### src/rtl/touch_event_filter.sv
// Touch filter: 4-sample averaging, screen scaling, press/move/release events into a 1-entry output register.
// Event appears one cycle after the completing strobe; a busy register stalls press/release and drops or merges moves.
module touch_event_filter #(
  parameter int RELEASE_CYCLES = 50000,
  parameter int MOVE_THRESH    = 4
) (
  input  logic        iCLK,
  input  logic        iRST_n,
  input  logic        iTOUCH,
  input  logic        iSAMPLE_STB,
  input  logic [11:0] iX_RAW,
  input  logic [11:0] iY_RAW,
  output logic        oEVT_VALID,
  input  logic        iEVT_READY,
  output logic [1:0]  oEVT_TYPE,
  output logic [9:0]  oX,
  output logic [8:0]  oY
);
  localparam int LW = $clog2(RELEASE_CYCLES + 1);
  localparam logic [1:0] EV_PRESS = 2'b01, EV_MOVE = 2'b10, EV_REL = 2'b11;

  typedef enum logic [1:0] {IDLE, ARM, HELD, REL} state_t;

  state_t        state;
  logic [13:0]   sum_x, sum_y;
  logic [1:0]    win_cnt;
  logic [LW-1:0] low_cnt;
  logic          press_pend;
  logic [9:0]    last_x;
  logic [8:0]    last_y;

  logic          take, free, moved;
  logic [13:0]   sum_nx_x, sum_nx_y;
  logic [11:0]   avg_x, avg_y;
  logic [9:0]    scl_x;
  logic [8:0]    scl_y;
  logic [10:0]   dx, mag_x;
  logic [9:0]    dy, mag_y;

  // While a press is pending no sample is taken, so the scaler sees the stored completed sum.
  assign take     = iSAMPLE_STB & iTOUCH & ~press_pend & (state != REL);
  assign sum_nx_x = sum_x + (take ? {2'b00, iX_RAW} : 14'd0);
  assign sum_nx_y = sum_y + (take ? {2'b00, iY_RAW} : 14'd0);
  assign avg_x    = 12'(sum_nx_x >> 2);
  assign avg_y    = 12'(sum_nx_y >> 2);
  assign scl_x    = 10'((22'(avg_x) * 22'd800) >> 12);
  assign scl_y    = 9'((21'(avg_y) * 21'd480) >> 12);
  assign dx       = {1'b0, scl_x} - {1'b0, last_x};
  assign dy       = {1'b0, scl_y} - {1'b0, last_y};
  assign mag_x    = dx[10] ? (11'd0 - dx) : dx;
  assign mag_y    = dy[9] ? (10'd0 - dy) : dy;
  assign moved    = (mag_x >= 11'(MOVE_THRESH)) || (mag_y >= 10'(MOVE_THRESH));
  assign free     = ~oEVT_VALID | iEVT_READY;

  always_ff @(posedge iCLK or negedge iRST_n) begin
    if (!iRST_n) begin
      state      <= IDLE;
      sum_x      <= '0;
      sum_y      <= '0;
      win_cnt    <= '0;
      low_cnt    <= '0;
      press_pend <= 1'b0;
      last_x     <= '0;
      last_y     <= '0;
      oEVT_VALID <= 1'b0;
      oEVT_TYPE  <= 2'b00;
      oX         <= '0;
      oY         <= '0;
    end else begin
      if (oEVT_VALID && iEVT_READY) oEVT_VALID <= 1'b0;
      case (state)
        IDLE: begin
          if (take) begin
            state   <= ARM;
            sum_x   <= sum_nx_x;
            sum_y   <= sum_nx_y;
            win_cnt <= 2'd1;
          end
        end
        ARM: begin
          if (press_pend || (take && win_cnt == 2'd3)) begin
            if (free) begin
              oEVT_VALID <= 1'b1;
              oEVT_TYPE  <= EV_PRESS;
              oX         <= scl_x;
              oY         <= scl_y;
              last_x     <= scl_x;
              last_y     <= scl_y;
              press_pend <= 1'b0;
              state      <= HELD;
              sum_x      <= '0;
              sum_y      <= '0;
              win_cnt    <= '0;
              low_cnt    <= '0;
            end else begin
              press_pend <= 1'b1;
              sum_x      <= sum_nx_x;
              sum_y      <= sum_nx_y;
            end
          end else if (!iTOUCH) begin
            state   <= IDLE;
            sum_x   <= '0;
            sum_y   <= '0;
            win_cnt <= '0;
          end else if (take) begin
            sum_x   <= sum_nx_x;
            sum_y   <= sum_nx_y;
            win_cnt <= win_cnt + 2'd1;
          end
        end
        HELD: begin
          if (!iTOUCH) begin
            if (low_cnt == LW'(RELEASE_CYCLES - 1)) begin
              state   <= REL;
              low_cnt <= '0;
              sum_x   <= '0;
              sum_y   <= '0;
              win_cnt <= '0;
            end else begin
              low_cnt <= low_cnt + 1'b1;
            end
          end else begin
            low_cnt <= '0;
            if (take && win_cnt == 2'd3) begin
              sum_x   <= '0;
              sum_y   <= '0;
              win_cnt <= '0;
              // An unaccepted move is merged; an unaccepted press wins and the move is lost.
              if (moved && (free || oEVT_TYPE == EV_MOVE)) begin
                oEVT_VALID <= 1'b1;
                oEVT_TYPE  <= EV_MOVE;
                oX         <= scl_x;
                oY         <= scl_y;
                last_x     <= scl_x;
                last_y     <= scl_y;
              end
            end else if (take) begin
              sum_x   <= sum_nx_x;
              sum_y   <= sum_nx_y;
              win_cnt <= win_cnt + 2'd1;
            end
          end
        end
        REL: begin
          if (free) begin
            oEVT_VALID <= 1'b1;
            oEVT_TYPE  <= EV_REL;
            oX         <= last_x;
            oY         <= last_y;
            state      <= IDLE;
          end
        end
        default: state <= IDLE;
      endcase
    end
  end
endmodule

### config.mk
export PLATFORM = sky130hd
export DESIGN_NAME = touch_event_filter
export DESIGN_NICKNAME = d
export VERILOG_FILES = /design/src/rtl/touch_event_filter.sv
export SDC_FILE = /design/constraint.sdc
export NUM_CORES = 1
export LEC_CHECK = 0
export ABC_AREA = 1
export BUFFER_PORTS_ARGS = -buffer_cell sky130_fd_sc_hd__buf_2
export CORE_UTILIZATION = 45
export DETAILED_ROUTE_END_ITERATION = 10
export RECOVER_POWER = 25
export SYNTH_ARGS = -nofsm -noshare
export SYNTH_HDL_FRONTEND = slang
export SYNTH_SLANG_ARGS = --single-unit
export TNS_END_PERCENT = 20
### constraint.sdc
create_clock -name iCLK -period 17.55 [get_ports iCLK]
set_input_delay 1.755 -clock iCLK [delete_from_list [all_inputs] [get_ports iCLK]]
set_output_delay 1.755 -clock iCLK [all_outputs]
set_load 0.1 [all_outputs]
==> results.ini, run 1 <==
[outcome]
status = finished, violations left
violations = max-capacitance violations, max-slew violations

[floorplanning]
die_y_um = 148
fp-row-count = 52
die_area_sq_um = 21800
die_w_um = 148
coreArea_sq_um = 20600
ios = 51
initial_core_util = 0.465

[timing]
timing.fmax_mhz = 100
worst_slew_pin_slew_ns = 3.31
slew_headroom = -1.21
setup-tns-final_ns = 0
rsz0062_at_grt = false
min_period_ns = 9.98
slew_viol_final = 93
layout_setup_ws_ns = 7.57
fin_worst_skew_ns = 0.0200
hold_viol_final = 0
period_share = 0.568
setup_viol_count_final = 0

[grt]
grt_pass1_wl_um = 39000
gr-total-overflow = 0
grt_start_max_net_pins = 60
grt_util_all_layers = 0.221
grt_pass1_vias = 8247
antenna_found_initial = 0

[place]
port_buffers = 50
finalWeightedCongestion = 0.888
place_hpwl_um = 18000
pre_cts_ws_ns = 7.16

[synthesis]
synth-seq-cells = 90
async_reset_ff_frac = 1.00
yosys-mux-area-fraction = 0
ys_warn_count = 0
synth_fa_ha_area_frac = 0.203
ys_seq_area_frac = 0.235
syn_area_sq_um = 9570
synth_fp_nets = 1551
yosys.area_share.simple = 0.297
synth_xor_area_frac = 0.0375
synth_compound_area_frac = 0.110
synthFlopType = dfrtp_1
synth_top_family_by_area = simple AND/OR/NAND/NOR gates
synth_edf_count = 0
syn_inst = 1384
ys_types = 49
synth.avg_cell_area_sq_um = 6.91

[run]
cap_violations = 2

[layout]
n_antenna_cell = 0
nNetsFinal = 1592
final_util = 0.504
syn2layout_area_growth_pct = 8.24
post_route_cells_drive_above_1_share = 0.0769

[setup_path]
slowest_stage = clkinv_1
worst_r2r_endpoint = oY[2]
crit_path_frequent_cell = nand2_1
crit_required_ns = 17.85
cp-start-kind = primary input
r2r.worst_path.cells = 46
path_max_fanout = 27
criticalPathCategory = primary input to flop
cp.arrival_ns = 10.27
r2r_slack_ns = 8.09
r2r-start = state[0]
cpPeakStageDelay_ns = 0.68
end_kind = flop

[min_path]
hold_depth = 2
hold_end = oX[6]
hold_class = flop to flop
hold_start = oX[6]

[detailed_routing]
firstDrtPassIters = 5
drc = 0
avgRoutedWirePerCell_um = 13.2
num_vias = 8505
drtIter0Drc = 322
routed_wl_um = 22500
ant_nets = 0
via_per_inst = 5.00

[clocking]
cts-buffers-inserted = 9
post_cts_resized = 0
hold_buffers = 0
post_cts_buffers = 0
path_clk_slew_ns = 0.07
ctsLongestPathBuffers = 2
root_buffer = clkbuf_16
clkSinkCount = 90
clkLatencyLatePin_ns = 0.37
htree_levels = 3
cts_tree = yes

cell usage in the layout (no fill, tap or decap), types with 8 or more instances in the layout:
cell type / netlist / routed
fa_1: 29 / 29
ha_1: 109 / 109
nand3_1: 116 / 116
clkbuf_16: 0 / 9
nand3_2: 13 / 13
nor2_1: 95 / 94
and2_1: 10 / 10
nand2_2: 8 / 8
buf_2: 5 / 49
nand4_1: 19 / 19
nand2_1: 351 / 351
a21oi_1: 69 / 69
dfrtp_1: 90 / 90
inv_1: 251 / 251
o21ai_0: 88 / 88
xor2_1: 37 / 37
state kept, by name, summed over array words and instances (netlist names), named ones only:
signal      cells
last_x         10
last_y          9
low_cnt        16
oEVT_TYPE       2
oEVT_VALID      1
oX             10
oY              9
press_pend      1
state           1
sum_x          14
sum_y          14
win_cnt         2
per-layer routing:
metal,global-route usage,up-vias,part of all wire
met4,0.0696,0,0.022
met1,0.297,3854,0.50
met2,0.371,129,0.46
met5,0,-,0
met3,0.0235,32,0.024
li1,-,4490,-
Yosys cell counts (all sizes together), types with 2 or more instances:
cell type / n / area, sq um
nand2: 361 / 1390
inv: 252 / 946
nand3: 129 / 711
ha: 109 / 1360
nor2: 98 / 380
o21ai: 92 / 460
dfrtp: 90 / 2250
a21oi: 71 / 370
xor2: 37 / 324
fa: 29 / 581
nand4: 19 / 119
clkbuf: 14 / 53.8
buf: 12 / 100
and2: 10 / 62.6
nor3: 9 / 67.6
o21bai: 8 / 71.3
nand3b: 7 / 52.6
or2: 6 / 37.5
o22ai: 5 / 37.5
clkinv: 4 / 15.0
xnor2: 4 / 35.0
a21o: 3 / 22.5
a221oi: 3 / 26.3
nor4: 3 / 18.8
o21a: 2 / 15.0
metrics by stage:
stage / area (sq um) / hold slack, ns / cells
2_1_floorplan: 9570 / 0.442 / 1384
3_3_place_gp: 10100 / 0.451 / 1684
3_5_place_dp: 10100 / 0.458 / 1684
4_1_cts: 10400 / 0.476 / 1700
5_1_grt: 10400 / 0.492 / 1700
6_report: 10400 / 0.468 / 1700
cell type report:
type                       instances  area (sq um)
clock buffer                       9           225
clock inverter                     7          81.3
fill                            2154         10200
inverter                         256           961
multi-input combinational       1012          6210
sequential                        90          2250
tap                              270           338
timing repair buffer              56           290
cell families (layout without fill, tap and decap cells):
logic type,Yosys count,in the layout
DFF,90,90
adders and majority gates,138,138
and+or+nand+nor,643,643
xor gates and xnor gates,41,41
buffers and inverters,282,328
AOI/OAI and AO/OA,190,190
how the worst max path moves through the flow:
| stage | startpoint | endpoint | slack, ns | depth (start not counted) |
|---|---|---|---|---|
| 6_report | iTOUCH | oY[2] | 7.57 | 47 |
| 5_1_grt | iTOUCH | oY[2] | 6.70 | 46 |
| 4_1_cts | iTOUCH | oY[2] | 7.51 | 47 |
| 3_5_place_dp | iTOUCH | oY[2] | 7.16 | 47 |
| 3_3_place_gp | iTOUCH | oY[2] | 7.33 | 47 |
| 2_1_floorplan | iSAMPLE_STB | last_x[1] | 8.88 | 50 |
critical path, delay by kind of cell:
family	cells	cell delay (ns)
xor gates and xnor gates	1	0.40
adders and majority gates	6	2.11
buffers and inverters	5	1.09
AOI/OAI and AO/OA	5	1.05
and+or+nand+nor	30	3.83
Power of run 1 is not shown: default switching activity piles up to over one toggle a cycle in this logic, so the estimate is an artifact.
==> run 2, diff against run 1 <==
==> constraint.sdc (replaced) <==
create_clock -name iCLK -period 8.05 [get_ports iCLK]
set_input_delay 0.805 -clock iCLK [delete_from_list [all_inputs] [get_ports iCLK]]
set_output_delay 0.805 -clock iCLK [all_outputs]
set_load 0.1 [all_outputs]
==> run 2 against run 1 <==
Against the previous run:
- the run still ends with max-capacitance violations, max-slew violations left
- design area rose by 3.9%
- critical path depth fell by 7
- first-iteration DRC count rose by 35%
- setup slack got worse by 7.0 ns
- die area did not move
- hold slack improved by 0.0031 ns
- via count rose by 2.0%
- sequential share of layout area fell by 0.82 points
- register-to-register slack got worse by 7.5 ns
- clock skew fell by 0.0072 ns
- flip-flop and latch count did not move
- wire length rose by 2.3%
==> results.ini, run 2 (same netlist as run 1, synthesis figures left out) <==
[layout]
final_cell_mix = nand2_1 (351), inv_1 (251), nand3_1 (116)  ; unchanged
multi_input_area_sq_um = 6330  ; was 6210 sq um
top_register = low_cnt  ; unchanged
post_route_cells_drive_above_1_share = 0.112  ; was 0.0769
regArea_sq_um = 2250  ; unchanged
n_antenna_cell = 0  ; unchanged
top_regs = low_cnt x16, sum_x x14, sum_y x14  ; unchanged
syn2layout_area_growth_pct = 12.5  ; was 8.24%
nNetsFinal = 1626  ; was 1592
fin_cells = 1734  ; was 1700
largest_register_ffs = 16  ; unchanged
final_cell_area_sq_um = 10800  ; was 10400 sq um
nFillCells = 2120  ; was 2154
final_common_cell = nand2_1  ; unchanged

[detailed_routing]
drtIter0Drc = 435  ; was 322
drc = 0  ; unchanged
avgRoutedWirePerCell_um = 13.3  ; was 13.2 um
num_vias = 8672  ; was 8505
via_per_inst = 5.00  ; about the same
firstDrtPassIters = 7  ; was 5
routed_wl_um = 23000  ; was 22500 um
ant_nets = 0  ; unchanged

[timing]
layout_setup_ws_ns = 0.556  ; was 7.57 ns
slew_headroom = -0.804  ; was -1.21
setup_viol_count_final = 0  ; unchanged
timing.fmax_mhz = 133
min_period_ns = 7.49
period_share = 0.931
fin_worst_skew_ns = 0.0128  ; was 0.0200 ns
hold_viol_final = 0  ; unchanged
slew_viol_final = 93  ; unchanged
worst_slew_pin_slew_ns = 2.71  ; was 3.31 ns

[setup_path]
slowest_stage = fa_1  ; was clkinv_1
end_kind = flop  ; unchanged
crit_path_frequent_cell = ha_1  ; was nand2_1
cp-start-kind = primary input  ; unchanged
crit_required_ns = 8.30  ; was 17.85 ns
path_max_fanout = 21  ; was 27
path_buf_inv = 6  ; was 5
cp_top_family = adder cells  ; was simple AND/OR/NAND/NOR gates
criticalPathCategory = primary input to flop  ; unchanged
cpPeakStageDelay_ns = 0.41  ; was 0.68 ns
cp.arrival_ns = 7.74  ; was 10.27 ns

[clocking]
path_clk_slew_ns = 0.07  ; about the same
ctsLongestPathBuffers = 2  ; unchanged
cts_tree = yes  ; unchanged
root_buffer = clkbuf_16  ; unchanged
htree_levels = 3  ; unchanged
clkSinkCount = 90  ; unchanged
hold_buffers = 0  ; unchanged
cts-buffers-inserted = 9  ; unchanged
clkLatencyLatePin_ns = 0.36  ; was 0.37 ns

[floorplanning]
die_w_um = 148  ; unchanged
die_y_um = 148  ; unchanged
die_area_sq_um = 21800  ; unchanged
ios = 51  ; unchanged
initial_core_util = 0.465  ; unchanged
fp-row-count = 52  ; unchanged
coreArea_sq_um = 20600  ; unchanged

[outcome]
violations = max-capacitance violations, max-slew violations  ; unchanged
status = finished, violations left  ; unchanged

[place]
port_buffers = 50  ; unchanged
finalWeightedCongestion = 0.882  ; was 0.888
pre_cts_ws_ns = -0.0186  ; was 7.16 ns
dpl.cell_count = 1708  ; was 1684
postPlaceCellArea_sq_um = 10300  ; was 10100 sq um
place_hpwl_um = 17900  ; was 18000 um

[grt]
grt_pass1_vias = 8346  ; was 8247
grt_pass1_wl_um = 39400  ; was 39000 um
grt_start_max_net_pins = 48  ; was 60
antenna_found_initial = 0  ; unchanged
grt_util_all_layers = 0.222  ; was 0.221
gr-total-overflow = 0  ; unchanged

[min_path]
hold_class = flop to flop  ; unchanged

[run]
cap_violations = 2  ; unchanged

-- run 2: changes by cell type in the layout (fill, tap and decap cells not counted), moves of 3 or more --
cell,before,now
buf_4,5,35
o21ai_0,88,82
inv_6,1,5
xor2_1,37,33
xor2_2,0,4
ha_1,109,106
o21ai_1,4,7
o21ai_2,0,3
-- run 2: timing repair --
| item | in CTS | in global routing |
|---|---|---|
| endpoints found under the setup margin | 0 | 41 |
| setup buffers | 0 | 9 |
| resized for setup | 0 | 30 |
-- run 2: through the flow --
| step | TNS (ns) | hold slack [ns] | util |
|---|---|---|---|
| after floorplan | 0 | 0.442 | - |
| after global placement | 0 | 0.455 | 0.499 |
| after detailed placement | -0.127 | 0.457 | 0.499 |
| after CTS | 0 | 0.461 | 0.514 |
| after global routing | -0.179 | 0.493 | 0.524 |
| final | 0 | 0.471 | 0.524 |
-- run 2: worst reg2reg max path: cells and delay by family, from the launching register on --
| family | cells | cell delay, ns |
|---|---|---|
| simple gates | 15 | 1.51 |
| fa+ha+maj | 8 | 2.50 |
| compound gates | 10 | 1.98 |
| flops | 1 | 0.43 |
| buf+inv | 5 | 0.80 |
| xor+xnor | 1 | 0.20 |
-- run 2: cell type report --
cell class,instances,area share
Clock buffer,9,0.0209
Timing Repair Buffer,89,0.0530
Inverter,256,0.0893
Tap cell,270,0.0314
Multi-Input combinational cell,1013,0.588
Clock inverter,7,0.00837
Sequential cell,90,0.209
-- run 2: worst paths after layout --
| kind | start | endpoint | slack, ns | cells after the start |
|---|---|---|---|---|
| min in group asynchronous | iRST_n | sum_x[3] | 1.20 | 1 |
| worst min register to register | oY[5] | oY[5] | 0.47 | 2 |
| worst min-delay path | oY[5] | oY[5] | 0.47 | 2 |
| worst max-delay path | iTOUCH | oX[8] | 0.56 | 40 |
| worst max register to register | state[0] | oX[8] | 0.56 | 39 |
| max in group asynchronous | iRST_n | oY[7] | 3.34 | 2 |
-- run 2: routing by layer --
| metal | wire length (um) | global-route usage | vias to the layer above |
|---|---|---|---|
| met1 | 11400 | 0.298 | 3937 |
| met3 | 812 | 0.0296 | 28 |
| met2 | 10400 | 0.376 | 141 |
| met4 | 395 | 0.0582 | 0 |
| li1 | - | - | 4566 |
| met5 | 0 | 0 | - |
Power of run 2 is left out for the same reason.
